`src/rtl/memory_bus_pkg.sv`:
```
// Shared constants and helpers for the memory bus arbiter slice.
// Configuration macro: MEMBUS_FIXED_PRIO_EN (see rr_arbiter).
package memory_bus_pkg;

    localparam int DEFAULT_N_MASTERS       = 4;
    localparam int DEFAULT_MASTER_ID_WIDTH = 8;
    localparam int DEFAULT_ADDRESS_WIDTH   = 32;
    localparam int DEFAULT_DATA_WIDTH      = 16;

    // Width of a master select index; never below one bit so a select
    // field always exists in the downstream ID.
    function automatic int sel_width(input int n_masters);
        return (n_masters > 1) ? $clog2(n_masters) : 1;
    endfunction

endpackage

```
`src/rtl/rr_arbiter.sv`:
```
// Request arbiter for the memory bus arbiter.
// Default build: round-robin, search starts one past the last accepted grant.
// MEMBUS_FIXED_PRIO_EN defined: fixed priority, lowest index wins, no history.
module rr_arbiter
    import memory_bus_pkg::*;
#(
    parameter int N_MASTERS = DEFAULT_N_MASTERS,
    parameter int SEL_WIDTH = sel_width(N_MASTERS)
) (
    input  logic                 clk,
    input  logic                 rstN,
    input  logic [N_MASTERS-1:0] req,
    input  logic                 advance,
    output logic [SEL_WIDTH-1:0] grant,
    output logic                 grant_valid
);

`ifdef MEMBUS_FIXED_PRIO_EN

    // Lowest requesting index wins; descending scan lets it overwrite others.
    always_comb begin
        // NOTE: every output of a combinational block gets a default first so no latch is inferred.
        grant       = '0;
        grant_valid = 1'b0;
        for (int i = N_MASTERS - 1; i >= 0; i--) begin
            if (req[i]) begin
                grant       = SEL_WIDTH'(i);
                grant_valid = 1'b1;
            end
        end
    end

    // Priority is stateless here, so clock, reset and advance have no load.
    logic unused_inputs;
    assign unused_inputs = &{1'b0, clk, rstN, advance};

`else

    logic [SEL_WIDTH-1:0] last_grant;
    int                   idx;

    // Closest requester after last_grant wins; descending offset scan keeps the nearest.
    always_comb begin
        grant       = '0;
        grant_valid = 1'b0;
        idx         = 0;
        for (int off = N_MASTERS; off >= 1; off--) begin
            idx = int'(last_grant) + off;
            if (idx >= N_MASTERS) begin
                idx = idx - N_MASTERS;
            end
            if (req[SEL_WIDTH'(idx)]) begin
                grant       = SEL_WIDTH'(idx);
                grant_valid = 1'b1;
            end
        end
    end

    // History moves only when a grant is actually accepted downstream.
    always_ff @(posedge clk or negedge rstN) begin
        // NOTE: clocked state uses non-blocking assignments so all flops update together.
        if (!rstN) begin
            last_grant <= SEL_WIDTH'(N_MASTERS - 1);
        end else if (advance) begin
            last_grant <= grant;
        end
    end

`endif

endmodule

```
`src/rtl/memory_bus_arbiter.sv`:
```
// N-to-1 memory bus arbiter: arbitrated request path into a one-entry
// downstream register, and a one-entry response register routed back to
// the master named in the top bits of the downstream ID.
// Configuration macro: MEMBUS_FIXED_PRIO_EN selects fixed priority.
module memory_bus_arbiter
    import memory_bus_pkg::*;
#(
    parameter  int N_MASTERS       = DEFAULT_N_MASTERS,
    parameter  int MASTER_ID_WIDTH = DEFAULT_MASTER_ID_WIDTH,
    parameter  int ADDRESS_WIDTH   = DEFAULT_ADDRESS_WIDTH,
    parameter  int DATA_WIDTH      = DEFAULT_DATA_WIDTH,
    localparam int SEL_WIDTH       = sel_width(N_MASTERS),
    localparam int DS_ID_WIDTH     = MASTER_ID_WIDTH + SEL_WIDTH
) (
    input  logic                                        clk,
    input  logic                                        rstN,
    // upstream request ports
    input  logic [N_MASTERS-1:0][MASTER_ID_WIDTH-1:0]   upMsID,
    input  logic [N_MASTERS-1:0][ADDRESS_WIDTH-1:0]     upMsAddress,
    input  logic [N_MASTERS-1:0][DATA_WIDTH-1:0]        upMsData,
    input  logic [N_MASTERS-1:0]                        upMsWrite,
    input  logic [N_MASTERS-1:0]                        upMsValid,
    output logic [N_MASTERS-1:0]                        upMsReady,
    // upstream response ports
    output logic [N_MASTERS-1:0][MASTER_ID_WIDTH-1:0]   upSmID,
    output logic [N_MASTERS-1:0][DATA_WIDTH-1:0]        upSmData,
    input  logic [N_MASTERS-1:0]                        upSmReady,
    output logic [N_MASTERS-1:0]                        upSmValid,
    // downstream request port
    output logic [DS_ID_WIDTH-1:0]                      dnMsID,
    output logic [ADDRESS_WIDTH-1:0]                    dnMsAddress,
    output logic [DATA_WIDTH-1:0]                       dnMsData,
    output logic                                        dnMsWrite,
    output logic                                        dnMsValid,
    input  logic                                        dnMsReady,
    // downstream response port
    input  logic [DS_ID_WIDTH-1:0]                      dnSmID,
    input  logic [DATA_WIDTH-1:0]                       dnSmData,
    output logic                                        dnSmReady,
    input  logic                                        dnSmValid
);

    // ---------------- request path ----------------
    logic [SEL_WIDTH-1:0]     grant;
    logic                     grant_valid;
    logic                     req_free;
    logic                     req_accept;
    logic                     req_valid;
    logic [DS_ID_WIDTH-1:0]   req_id;
    logic [ADDRESS_WIDTH-1:0] req_address;
    logic [DATA_WIDTH-1:0]    req_data;
    logic                     req_write;

    rr_arbiter #(
        .N_MASTERS (N_MASTERS),
        .SEL_WIDTH (SEL_WIDTH)
    ) u_arbiter (
        .clk         (clk),
        .rstN        (rstN),
        .req         (upMsValid),
        .advance     (req_accept),
        .grant       (grant),
        .grant_valid (grant_valid)
    );

    // The register can take a new entry when empty or draining this cycle.
    // rstN gates acceptance so upMsReady is low for the whole reset window.
    assign req_free   = !req_valid || dnMsReady;
    assign req_accept = rstN && req_free && grant_valid;

    // Only the granted master sees ready, and only when the slot is free.
    always_comb begin
        upMsReady = '0;
        if (req_accept) begin
            upMsReady[grant] = 1'b1;
        end
    end

    // Request valid bit: refilled by the grant whenever the slot is free.
    always_ff @(posedge clk or negedge rstN) begin
        if (!rstN) begin
            req_valid <= 1'b0;
        end else if (req_free) begin
            req_valid <= grant_valid;
        end
    end

    // Request payload capture, tagged with the granted master index.
    // NOTE: payload flops carry no reset; the valid bit alone qualifies them.
    always_ff @(posedge clk) begin
        if (req_accept) begin
            req_id      <= {grant, upMsID[grant]};
            req_address <= upMsAddress[grant];
            req_data    <= upMsData[grant];
            req_write   <= upMsWrite[grant];
        end
    end

    assign dnMsValid   = req_valid;
    assign dnMsID      = req_id;
    assign dnMsAddress = req_address;
    assign dnMsData    = req_data;
    assign dnMsWrite   = req_write;

    // ---------------- response path ----------------
    logic [SEL_WIDTH-1:0]       dn_sel;
    logic                       dn_sel_ok;
    logic                       resp_valid;
    logic                       resp_drain;
    logic                       resp_take;
    logic                       resp_load;
    logic [SEL_WIDTH-1:0]       resp_sel;
    logic [MASTER_ID_WIDTH-1:0] resp_id;
    logic [DATA_WIDTH-1:0]      resp_data;

    // Selects beyond the last master are accepted but never stored.
    assign dn_sel     = dnSmID[DS_ID_WIDTH-1 -: SEL_WIDTH];
    assign dn_sel_ok  = 32'(dn_sel) < 32'(N_MASTERS);
    assign resp_drain = |(upSmValid & upSmReady);
    assign dnSmReady  = !resp_valid || resp_drain;
    assign resp_take  = dnSmValid && dnSmReady;
    assign resp_load  = resp_take && dn_sel_ok;

    // Route the held response to the one master it belongs to.
    always_comb begin
        upSmValid = '0;
        if (resp_valid) begin
            upSmValid[resp_sel] = 1'b1;
        end
    end

    assign upSmID   = {N_MASTERS{resp_id}};
    assign upSmData = {N_MASTERS{resp_data}};

    // Response valid bit: a load wins over a simultaneous drain.
    always_ff @(posedge clk or negedge rstN) begin
        if (!rstN) begin
            resp_valid <= 1'b0;
        end else if (resp_load) begin
            resp_valid <= 1'b1;
        end else if (resp_drain) begin
            resp_valid <= 1'b0;
        end
    end

    // Response payload capture: split the downstream ID into select and master ID.
    always_ff @(posedge clk) begin
        if (resp_load) begin
            resp_sel  <= dn_sel;
            resp_id   <= dnSmID[MASTER_ID_WIDTH-1:0];
            resp_data <= dnSmData;
        end
    end

endmodule

```
`config.mk`:
```
export PLATFORM = sky130hd
export DESIGN_NAME = memory_bus_arbiter
export DESIGN_NICKNAME = d
export VERILOG_FILES = /design/src/rtl/memory_bus_pkg.sv /design/src/rtl/rr_arbiter.sv /design/src/rtl/memory_bus_arbiter.sv
export SDC_FILE = /design/constraint.sdc
export NUM_CORES = 1
export LEC_CHECK = 0
export ABC_CLOCK_PERIOD_IN_PS = 6850
export CORE_AREA = 2 2 168 170
export DETAILED_ROUTE_END_ITERATION = 8
export DIE_AREA = 0 0 170 172
export PLACE_DENSITY = 0.56
export SETUP_SLACK_MARGIN = 0.3
export SLEW_MARGIN = 40
export SYNTH_ARGS = -nofsm -noshare
export SYNTH_HDL_FRONTEND = slang
export SYNTH_HIERARCHICAL = 1
export SYNTH_SLANG_ARGS = --single-unit
```
`constraint.sdc`:
```
create_clock -name clk -period 6.85 [get_ports clk]
set_input_delay 1.7125 -clock clk [delete_from_list [all_inputs] [get_ports clk]]
set_output_delay 1.7125 -clock clk [all_outputs]
set_load 0.02 [all_outputs]
```
==> out/qor.csv <==
metric,value,unit
status,finished clean,
arrival,4.22,ns
setup_viol,0,
cts-root-buf,clkbuf_16,
grt_overflow,0,
ys_ff_latch,89,
grt_max_degree,62,
synth.top_cell.area_share,0.518,
placed_area,9050,um^2
synth_top_area_cell,edfxtp_1,
r2r-start,u_arbiter/last_grant[1],
path_clk_slew,0.07,ns
ff2ff_setup_slack,3.90,ns
synth_warnings,6,
power_density,235,nW/um^2
synth.distinct_cells,34,
yosys-top-cells-area,"edfxtp_1 (52%), mux4_2 (26%), buf_4 (11%)",
dieArea,29200,um^2
fin_crit_sh,0.867,
antenna_found_initial,1,
drt-total-wl,18.3,mm
grt_pass1_wl,25.6,mm
worstSetupStartpointType,primary input,
htreeDepth,3,
syn_nets,541,
cts_setup_buffers,0,
r2r-end,dnMsAddress[8],
rsz0062_at_grt,no,
grt_usage,0.121,
drive_above_1_share,0.131,
critPathCapture,upMsReady[2],
dpl.hpwl,14.8,mm
cts_buffers,9,
port_buffers,430,
drt-initial-drc-count,118,
fmax,0.168,GHz
vias,3914,
clock_sinks,89,
design_area,9350,um^2
die-height,172,um
wl_per_cell,18.6,um
cts_tree,done,
fin_nets,901,
cap_violations,0,
ys_seq_area_frac,0.539,
hold_path.class,flip-flop to flip-flop,
crit_fanout,34,
relSlewSlack,0.562,
cp.required,5.14,ns
place_congestion,0.712,
synth-main-ff-cell,edfxtp_1,
synth_area_per_cell,17.9,um^2
crit_start,upMsValid[3],
tns,0,ns
yosysMostFrequentCell,edfxtp_1,
syn_to_final_growth,89.7,%
cts-hold-fix-buffers,0,
synthTopCellsByCount,"edfxtp_1 (85), buf_4 (72), mux4_2 (57)",
antenna_left,0,
die_w,170,um
critPathKind,primary input to primary output,
async_flop_share,0.0449,
drc,0,
hold_slack,0.563,ns
synth_cells,275,
io_pins,431,
leakage,3.17,nW
min_path_cells,2,
grt_pass1_vias,4107,
hold_viol_final,0,
period_needed,5.94,ns
clk_latency,0.35,ns
synth_edf_count,85,
drv_slew,0,
end_kind,primary output,
p_total,2.20,mW
cts_max_path_buffers,2,
irDropWorstVdd,0.139,mV
r2r_cells,5,
syn-cell-area,4930,um^2
cts_resized,0,
core-area,27500,um^2
viasPerCell,3.96,
rows,61,
finClkSkew,0.00851,ns
tightestPinTransition,0.658,ns
start_util,0.179,
dr.pass1.iters,4,
[worst min-delay path by stage]
stage | startpoint | to | slack, ns
2_1_floorplan | u_arbiter/last_grant[0] | u_arbiter/last_grant[0] | 0.53
3_3_place_gp | u_arbiter/last_grant[0] | u_arbiter/last_grant[0] | 0.56
3_5_place_dp | u_arbiter/last_grant[0] | u_arbiter/last_grant[0] | 0.56
4_1_cts | u_arbiter/last_grant[0] | u_arbiter/last_grant[0] | 0.56
5_1_grt | u_arbiter/last_grant[0] | u_arbiter/last_grant[0] | 0.62
6_report | u_arbiter/last_grant[0] | u_arbiter/last_grant[0] | 0.56
[area by class of cell]
class / instances / area, um^2
diodes: 2 / 5.00
clock buffers: 12 / 236
clock inverters: 4 / 53.8
fillers: 2721 / 18100
inverters: 3 / 11.3
multi-input cells: 97 / 1610
flip-flops and latches: 89 / 2660
well taps: 346 / 433
repair buffers: 435 / 4350
[per-stage QoR]
| stage | worst slack, ns | util | std cells |
|---|---|---|---|
| floorplan | 1.49 | - | 275 |
| global placement | 0.911 | 0.329 | 970 |
| detailed placement | 0.872 | 0.329 | 970 |
| CTS | 0.844 | 0.340 | 986 |
| global route | 0.712 | 0.340 | 986 |
| finish | 0.914 | 0.340 | 988 |
[layer usage]
layer / global-route usage / share of wire / vias up
met5: 0 / 0 / -
met4: 0.0390 / 0.016 / 0
met3: 0.0419 / 0.089 / 17
met2: 0.212 / 0.51 / 263
met1: 0.138 / 0.39 / 1879
li1: - / - / 1755
[cells by family (layout without fill, tap and decap cells)]
group | after synthesis | after routing | share of synthesized area
DFF | 89 | 89 | 0.539
buffers and inverters | 89 | 454 | 0.144
muxes | 60 | 60 | 0.267
and+or+nand+nor | 26 | 26 | 0.0330
AOI/OAI and AO/OA | 11 | 11 | 0.0175
other | 0 | 2 | 0
[power by group]
group	switching [mW]	internal [mW]	leakage [nW]
Combinational	0.389	0.546	2.19
Sequential	0.0369	0.717	0.842
Clock	0.226	0.285	0.133
Total	0.652	1.55	3.17
[registers in the layout, indices dropped and copies added (netlist names)]
register	flops
dnMsAddress	32
dnMsData	16
resp_data	16
dnMsID	10
resp_id	8
resp_sel	2
u_arbiter/last_grant	2
dnMsValid	1
dnMsWrite	1
resp_valid	1
[cells in the final DEF, fill, tap and decap left out, types with 2 or more instances in the layout]
cell type	n
edfxtp_1	85
nor4b_1	2
a221oi_4	2
diode_2	2
o21ai_1	3
and2_1	2
clkbuf_1	3
clkbuf_16	9
clkinvlp_4	2
clkdlybuf4s50_1	430
buf_4	4
nor2_1	3
mux4_2	57
nor2b_1	6
nand2_1	3
mux2i_1	2
dfstp_2	2
inv_1	3
dfrtp_1	2
[critical path: stages]
cell	delay, ns
clkdlybuf4s50_1	0.48
nor2b_1	0.18
a21oi_2	0.13
nor2_1	0.05
or3_4	0.63
nor4b_1	0.37
clkdlybuf4s50_1	0.65
No activity file was read; power rests on OpenSTA's default activity.
